--- src/rtl/mac_dot_pipe.sv ---
// Pipelined dot-product MAC: S1 operand reg, S2 product, S3 extended product, then accumulate/output.
// Define SAT_EN to clamp the accumulator on overflow instead of wrapping.
module mac_dot_pipe #(
    parameter int DATA_W  = 8,
    parameter int ACC_W   = 24,
    parameter int DOT_LEN = 16
) (
    input  logic              clk,
    input  logic              rst,
    input  logic              clr,
    input  logic              in_valid,
    output logic              in_ready,
    input  logic [DATA_W-1:0] in_a,
    input  logic [DATA_W-1:0] in_b,
    input  logic              in_signed,
    output logic              out_valid,
    input  logic              out_ready,
    output logic [ACC_W-1:0]  out_acc,
    output logic              out_ovf
);

    localparam int PW    = 2 * DATA_W;
    localparam int CNT_W = (DOT_LEN > 1) ? $clog2(DOT_LEN) : 1;
    localparam logic [CNT_W-1:0] CNT_LAST = CNT_W'(DOT_LEN - 1);
    localparam logic [ACC_W-1:0] S_MAX = {1'b0, {(ACC_W-1){1'b1}}};
    localparam logic [ACC_W-1:0] S_MIN = {1'b1, {(ACC_W-1){1'b0}}};

    logic [CNT_W-1:0]  cnt_q, cnt_d;
    logic              mode_q, mode_d;
    logic [2:0]        vld_q, vld_d;

    logic [DATA_W-1:0] a1_q, a1_d, b1_q, b1_d;
    logic              mode1_q, mode1_d, last1_q, last1_d;
    logic [PW-1:0]     prod2_q, prod2_d;
    logic              mode2_q, mode2_d, last2_q, last2_d;
    logic [ACC_W-1:0]  prod3_q, prod3_d;
    logic              mode3_q, mode3_d, last3_q, last3_d;

    logic [ACC_W-1:0]  acc_q, acc_d;
    logic              sticky_q, sticky_d;
    logic              out_valid_q, out_valid_d;
    logic [ACC_W-1:0]  out_acc_q, out_acc_d;
    logic              out_ovf_q, out_ovf_d;

    logic              stall, accept, cur_mode, last_in;
    logic [PW-1:0]     a_ext, b_ext, prod_full;
    logic [ACC_W-1:0]  prod_ext, sum, acc_nxt;
    logic [ACC_W:0]    sum_full;
    logic              ovf_u, ovf_s, ovf;

    assign stall    = out_valid_q & ~out_ready;
    assign in_ready = ~stall & ~clr;
    assign accept   = in_valid & in_ready;

    // Mode is captured on the first element and held for the rest of the group.
    assign cur_mode = (cnt_q == '0) ? in_signed : mode_q;
    assign last_in  = (cnt_q == CNT_LAST);

    // Extending both operands to PW makes the low PW bits of one multiplier correct for either mode.
    assign a_ext     = {{DATA_W{mode1_q & a1_q[DATA_W-1]}}, a1_q};
    assign b_ext     = {{DATA_W{mode1_q & b1_q[DATA_W-1]}}, b1_q};
    assign prod_full = a_ext * b_ext;

    generate
        if (ACC_W > PW) begin : g_ext
            assign prod_ext = {{(ACC_W-PW){mode2_q & prod2_q[PW-1]}}, prod2_q};
        end else begin : g_noext
            assign prod_ext = prod2_q;
        end
    endgenerate

    assign sum_full = {1'b0, acc_q} + {1'b0, prod3_q};
    assign sum      = sum_full[ACC_W-1:0];
    assign ovf_u    = sum_full[ACC_W];
    assign ovf_s    = (acc_q[ACC_W-1] == prod3_q[ACC_W-1]) && (sum[ACC_W-1] != acc_q[ACC_W-1]);
    assign ovf      = mode3_q ? ovf_s : ovf_u;

`ifdef SAT_EN
    // A signed overflow always moves away from the accumulator's sign, so clamp toward it.
    assign acc_nxt = !ovf    ? sum :
                     mode3_q ? (acc_q[ACC_W-1] ? S_MIN : S_MAX) :
                               {ACC_W{1'b1}};
`else
    assign acc_nxt = sum;
`endif

    always_comb begin
        cnt_d       = cnt_q;
        mode_d      = mode_q;
        vld_d       = vld_q;
        a1_d        = a1_q;
        b1_d        = b1_q;
        mode1_d     = mode1_q;
        last1_d     = last1_q;
        prod2_d     = prod2_q;
        mode2_d     = mode2_q;
        last2_d     = last2_q;
        prod3_d     = prod3_q;
        mode3_d     = mode3_q;
        last3_d     = last3_q;
        acc_d       = acc_q;
        sticky_d    = sticky_q;
        out_valid_d = out_valid_q;
        out_acc_d   = out_acc_q;
        out_ovf_d   = out_ovf_q;
        if (clr) begin
            cnt_d       = '0;
            vld_d       = '0;
            acc_d       = '0;
            sticky_d    = 1'b0;
            out_valid_d = 1'b0;
            out_ovf_d   = 1'b0;
        end else if (!stall) begin
            if (accept) begin
                cnt_d = last_in ? '0 : cnt_q + CNT_W'(1);
                if (cnt_q == '0) mode_d = in_signed;
            end
            vld_d   = {vld_q[1:0], accept};
            a1_d    = in_a;
            b1_d    = in_b;
            mode1_d = cur_mode;
            last1_d = last_in;
            prod2_d = prod_full;
            mode2_d = mode1_q;
            last2_d = last1_q;
            prod3_d = prod_ext;
            mode3_d = mode2_q;
            last3_d = last2_q;
            // Any held result was popped or absent, so out_valid tracks only a new arrival.
            out_valid_d = vld_q[2] & last3_q;
            if (vld_q[2]) begin
                if (last3_q) begin
                    out_acc_d = acc_nxt;
                    out_ovf_d = sticky_q | ovf;
                    acc_d     = '0;
                    sticky_d  = 1'b0;
                end else begin
                    acc_d    = acc_nxt;
                    sticky_d = sticky_q | ovf;
                end
            end
        end
    end

    always_ff @(posedge clk or posedge rst) begin
        if (rst) begin
            cnt_q       <= '0;
            mode_q      <= 1'b0;
            vld_q       <= '0;
            a1_q        <= '0;
            b1_q        <= '0;
            mode1_q     <= 1'b0;
            last1_q     <= 1'b0;
            prod2_q     <= '0;
            mode2_q     <= 1'b0;
            last2_q     <= 1'b0;
            prod3_q     <= '0;
            mode3_q     <= 1'b0;
            last3_q     <= 1'b0;
            acc_q       <= '0;
            sticky_q    <= 1'b0;
            out_valid_q <= 1'b0;
            out_acc_q   <= '0;
            out_ovf_q   <= 1'b0;
        end else begin
            cnt_q       <= cnt_d;
            mode_q      <= mode_d;
            vld_q       <= vld_d;
            a1_q        <= a1_d;
            b1_q        <= b1_d;
            mode1_q     <= mode1_d;
            last1_q     <= last1_d;
            prod2_q     <= prod2_d;
            mode2_q     <= mode2_d;
            last2_q     <= last2_d;
            prod3_q     <= prod3_d;
            mode3_q     <= mode3_d;
            last3_q     <= last3_d;
            acc_q       <= acc_d;
            sticky_q    <= sticky_d;
            out_valid_q <= out_valid_d;
            out_acc_q   <= out_acc_d;
            out_ovf_q   <= out_ovf_d;
        end
    end

    assign out_valid = out_valid_q;
    assign out_acc   = out_acc_q;
    assign out_ovf   = out_ovf_q;

endmodule

--- config.mk ---
export PLATFORM = sky130hd
export DESIGN_NAME = mac_dot_pipe
export DESIGN_NICKNAME = d
export VERILOG_FILES = /design/src/rtl/mac_dot_pipe.sv
export SDC_FILE = /design/constraint.sdc
export NUM_CORES = 1
export LEC_CHECK = 0
export CAP_MARGIN = 20
export CORE_MARGIN = 1
export CORE_UTILIZATION = 40
export DETAILED_ROUTE_END_ITERATION = 8
export DONT_BUFFER_PORTS = 1
export MAX_ROUTING_LAYER = met4
export PLACE_DENSITY = 0.63
export RECOVER_POWER = 25
export SKIP_CTS_REPAIR_TIMING = 1
export SLEW_MARGIN = 15
export SYNTH_ARGS = -nofsm -noshare
export SYNTH_HDL_FRONTEND = slang
export SYNTH_SLANG_ARGS = --single-unit
--- constraint.sdc ---
create_clock -name clk -period 14.25 [get_ports clk]
set_input_delay 2.85 -clock clk [delete_from_list [all_inputs] [get_ports clk]]
set_output_delay 2.85 -clock clk [all_outputs]
set_load 0.005 [all_outputs]
==> results.rst <==
.. list-table::
   :header-rows: 1

   * - Metric
     - Value
   * - Status
     - finished with violations
   * - Violations in the final reports
     - capacitance limit, slew limit
   * - Worst clock skew
     - 14.5 ps
   * - Flop-to-flop setup slack
     - 8640 ps
   * - Kind of end point of the critical path
     - output port
   * - Path class of the lowest-slack min-delay path
     - reg2reg
   * - Worst flop-to-flop path startpoint
     - b1_q[7]$_DFFE_PP0P_
   * - Proportion of netlist area held by the largest area contributor
     - between 30% and 40%
   * - Max Cap Violations
     - 1
   * - Max Freq
     - 126 MHz
   * - Clk buf depth
     - 2
   * - Slack of the critical path
     - 6330 ps
   * - Post-synthesis xor/xnor area fraction
     - 4.62%
   * - Synthesized area
     - a little over 8000 um^2
   * - Die Width
     - 145 um
   * - Clock tree from TritonCTS
     - yes
   * - Post-Synth Simple-Gate Area
     - 15.4%
   * - Fraction of synthesized area in multiplexers
     - 3.67%
   * - Largest family of logic cells by synthesized area
     - adder cells
   * - Synthesized netlist net count
     - 983
   * - Cell area power density
     - about 150 nW/um^2
   * - Pin count of the biggest net entering global routing
     - 73
   * - DRC
     - 0
   * - Hold Fails Final Rpt
     - 0
   * - Worst reg2reg endpoint
     - prod2_q[15]$_DFFE_PP0P_
   * - Design Area, Final
     - 9000 um^2
   * - Y dimension of the die
     - 145 um
   * - Routability cong.
     - 0.808
   * - Number of antenna violations at the first check in global routing
     - 1
   * - Worst setup slack after placement
     - 6320 ps
   * - Effective utilization at floorplan
     - between 40% and 50%
   * - H-tree levels
     - 4
   * - Cell chosen for the clock root
     - sky130_fd_sc_hd__clkbuf_16
   * - Remaining antenna violation count after routing
     - 0
   * - Critical Path Source
     - out_ready
   * - Worst VDD drop
     - 0.0940 mV
   * - Total count of max-transition violations in the final report
     - 73
   * - Endpoints failing setup
     - 0
   * - Post-synthesis average cell area
     - 9.72 um^2
   * - Instance count of the mapped netlist
     - 838
   * - Number of synthesis warnings
     - 0
   * - Number of global-route vias before repair
     - 5786
   * - Max-slew headroom at the worst pin
     - -118%
   * - Biggest area consumer among synthesized cells
     - sky130_fd_sc_hd__dfrtp_1
   * - Max Fanout on Critical Path
     - 68
   * - Area after detailed placement
     - roughly 8400 um^2
   * - Transition time at the pin with the least slew margin
     - 3250 ps
   * - Cell variety after synth
     - 52
   * - Cell types occupying the most area after synthesis
     - sky130_fd_sc_hd__dfrtp_1 35%, sky130_fd_sc_hd__fa_1 16%, sky130_fd_sc_hd__nand2_1 9.3%, sky130_fd_sc_hd__ha_1 9.1%, sky130_fd_sc_hd__inv_1 3.9%
   * - Std-Cell Rows
     - 51
   * - Worst endpoint data arrival time
     - 5070 ps
   * - Total routed wirelength
     - 16000 um
   * - Synthesis-to-finish area growth
     - 10.4%
   * - Final setup TNS
     - 0 ps
   * - Total of flip-flops plus latches after synthesis
     - 114
   * - Final critical-path required period
     - 7920 ps
   * - Via-to-Cell Ratio
     - 4.99
   * - Total routing resource utilization after global routing
     - 17.8%
   * - Fill count
     - 1873
   * - Length of the first detailed-routing pass in iterations
     - 5
   * - Half-perimeter wire length of the detailed placement result
     - 11600 um
   * - Count of buffers inserted at the top-level ports
     - 0
   * - Insertion delay of the later-clocked pin in the worst-skew pair
     - 420 ps
   * - Proportion of layout cells with a drive suffix above 1
     - 8.80%
   * - Fraction of the mapped netlist area in adder cells
     - 24.8%
   * - Avg WL per Cell
     - 14.4 um
   * - Critical Path Source Type
     - input pin
   * - Highest-count cells in the layout ignoring fill and taps
     - 202 x sky130_fd_sc_hd__nand2_1, 114 x sky130_fd_sc_hd__dfrtp_1, 83 x sky130_fd_sc_hd__inv_1
   * - Total die area
     - 20900 um^2
   * - Data required time at the worst endpoint
     - 11400 ps
   * - Overflow after GRT
     - 0
   * - Area of the core
     - 19700 um^2
   * - CTS sink count
     - 114
   * - Number of nets in the layout
     - 973
   * - Unrepaired setup endpoints after global routing
     - no
   * - Clock-pin transition on the worst setup and hold timing paths
     - 50 ps
   * - Leading cell type in the layout, fill and taps excluded
     - sky130_fd_sc_hd__nand2_1
   * - Portion of the post-synthesis area used by sequential elements
     - 35.0%
   * - Compound-cell area share of the yosys netlist
     - between 10% and 20%
   * - Capturing element of the worst setup path
     - in_ready
   * - Leakage power total
     - 4.67 nW
   * - Number of design-rule violations left by the first detailed-router iteration
     - 340
   * - Wire length of the first global-routing pass
     - 27900 um
   * - Fin crit share
     - 55.6%
   * - Path type of the worst setup path
     - in2out
   * - Number of buffers created by CTS
     - 17
   * - Final Hold Slack
     - 453 ps
   * - Ports placed on the boundary
     - 49
   * - Reg2reg path depth
     - 18
   * - Vias after detailed routing
     - between 5000 and 6000
==> cells by family after synthesis <==
logic type      after synthesis
compound gates              121
flops                       114
simple gates                290
buf+inv                     120
mux                          27
xor+xnor                     43
fa+ha+maj                   123
==> where the power goes <==
part           total (mW)  switching, mW  internal, mW
Combinational       0.482          0.272         0.211
Sequential          0.409         0.0395         0.369
Clock               0.433          0.150         0.283
Total                1.32          0.461         0.863
==> cell usage after synthesis (all sizes together) <==
library cell and instances:
nand3 10, o21ai 24, a21oi 29, xnor2 28, nor4 1, a31o 2
and3 3, nor3 6, o2111ai 1, a31oi 4, o221ai 1, nand4 1
a41o 1, a2111o 1, o21bai 2, o211ai 5, a2111oi 1, mux2 23
mux2i 4, fa 64, a221oi 1, a21o 8, clkbuf 29, or2 3
a311oi 3, a22o 23, and3b 1, nor2 20, xor2 15, inv 85
nor2b 2, a211oi 4, dfrtp 114, nand3b 1, nand2 202, a32oi 1
o21a 6, o31ai 4, and2 36, buf 6, ha 59, nand2b 4
==> sequential cells by signal, summed over array words and instances (netlist names) <==
| signal | cells |
|---|---|
| mode2_q | 1 |
| out_ovf | 1 |
| last1_q | 1 |
| a1_q | 8 |
| mode1_q | 1 |
| acc_q | 24 |
| mode_q | 1 |
| vld_q | 3 |
| prod2_q | 16 |
| prod3_q | 17 |
| b1_q | 8 |
| mode3_q | 1 |
| cnt_q | 4 |
| out_valid | 1 |
| last3_q | 1 |
| sticky_q | 1 |
| last2_q | 1 |
| out_acc | 24 |
==> worst max-delay path: stages <==
cell                       delay [ps]
sky130_fd_sc_hd__nand2b_1         320
sky130_fd_sc_hd__nand2b_2         150
sky130_fd_sc_hd__buf_4            540
sky130_fd_sc_hd__clkinv_1         720
sky130_fd_sc_hd__buf_4            450
==> metal layers <==
layer  track usage, %  wire length, um  up-vias
met5                -                0        -
met4             6.87              340        0
met3             4.28              641       27
met2             28.2             7430       86
met1             22.0             7550     2692
li1                 -                -     2715
==> cell type report <==
type	count	area [um^2]	share of cell area (%)
Antenna cell	1	2.50	0.0278
Clock buffer	22	464	5.16
Clock inverter	10	131	1.46
Inverter	85	320	3.56
Multi-Input combinational cell	604	4850	53.9
Sequential cell	114	2850	31.7
Tap cell	265	332	3.69
Timing Repair Buffer	6	45.0	0.501
==> stage by stage <==
stage	cells	util, %	total power [mW]
after floorplan	838	-	0.799
after global placement	1074	42.6	0.886
after detailed placement	1074	42.6	0.898
after CTS	1106	45.6	1.34
after global routing	1107	45.6	1.44
final	1107	45.6	1.32
==> how the worst min path moves through the flow <==
stage	from	cells after the start	end
after global routing	prod2_q[7]$_DFFE_PP0P_	2	prod3_q[7]$_DFFE_PP0P_
after floorplan	last1_q$_DFFE_PP0P_	2	last2_q$_DFFE_PP0P_
final	prod2_q[6]$_DFFE_PP0P_	2	prod3_q[6]$_DFFE_PP0P_
after CTS	prod2_q[1]$_DFFE_PP0P_	2	prod3_q[1]$_DFFE_PP0P_
after detailed placement	prod2_q[12]$_DFFE_PP0P_	2	prod3_q[12]$_DFFE_PP0P_
after global placement	last2_q$_DFFE_PP0P_	2	last3_q$_DFFE_PP0P_
Note: power is estimated with default switching activity, not from simulation.
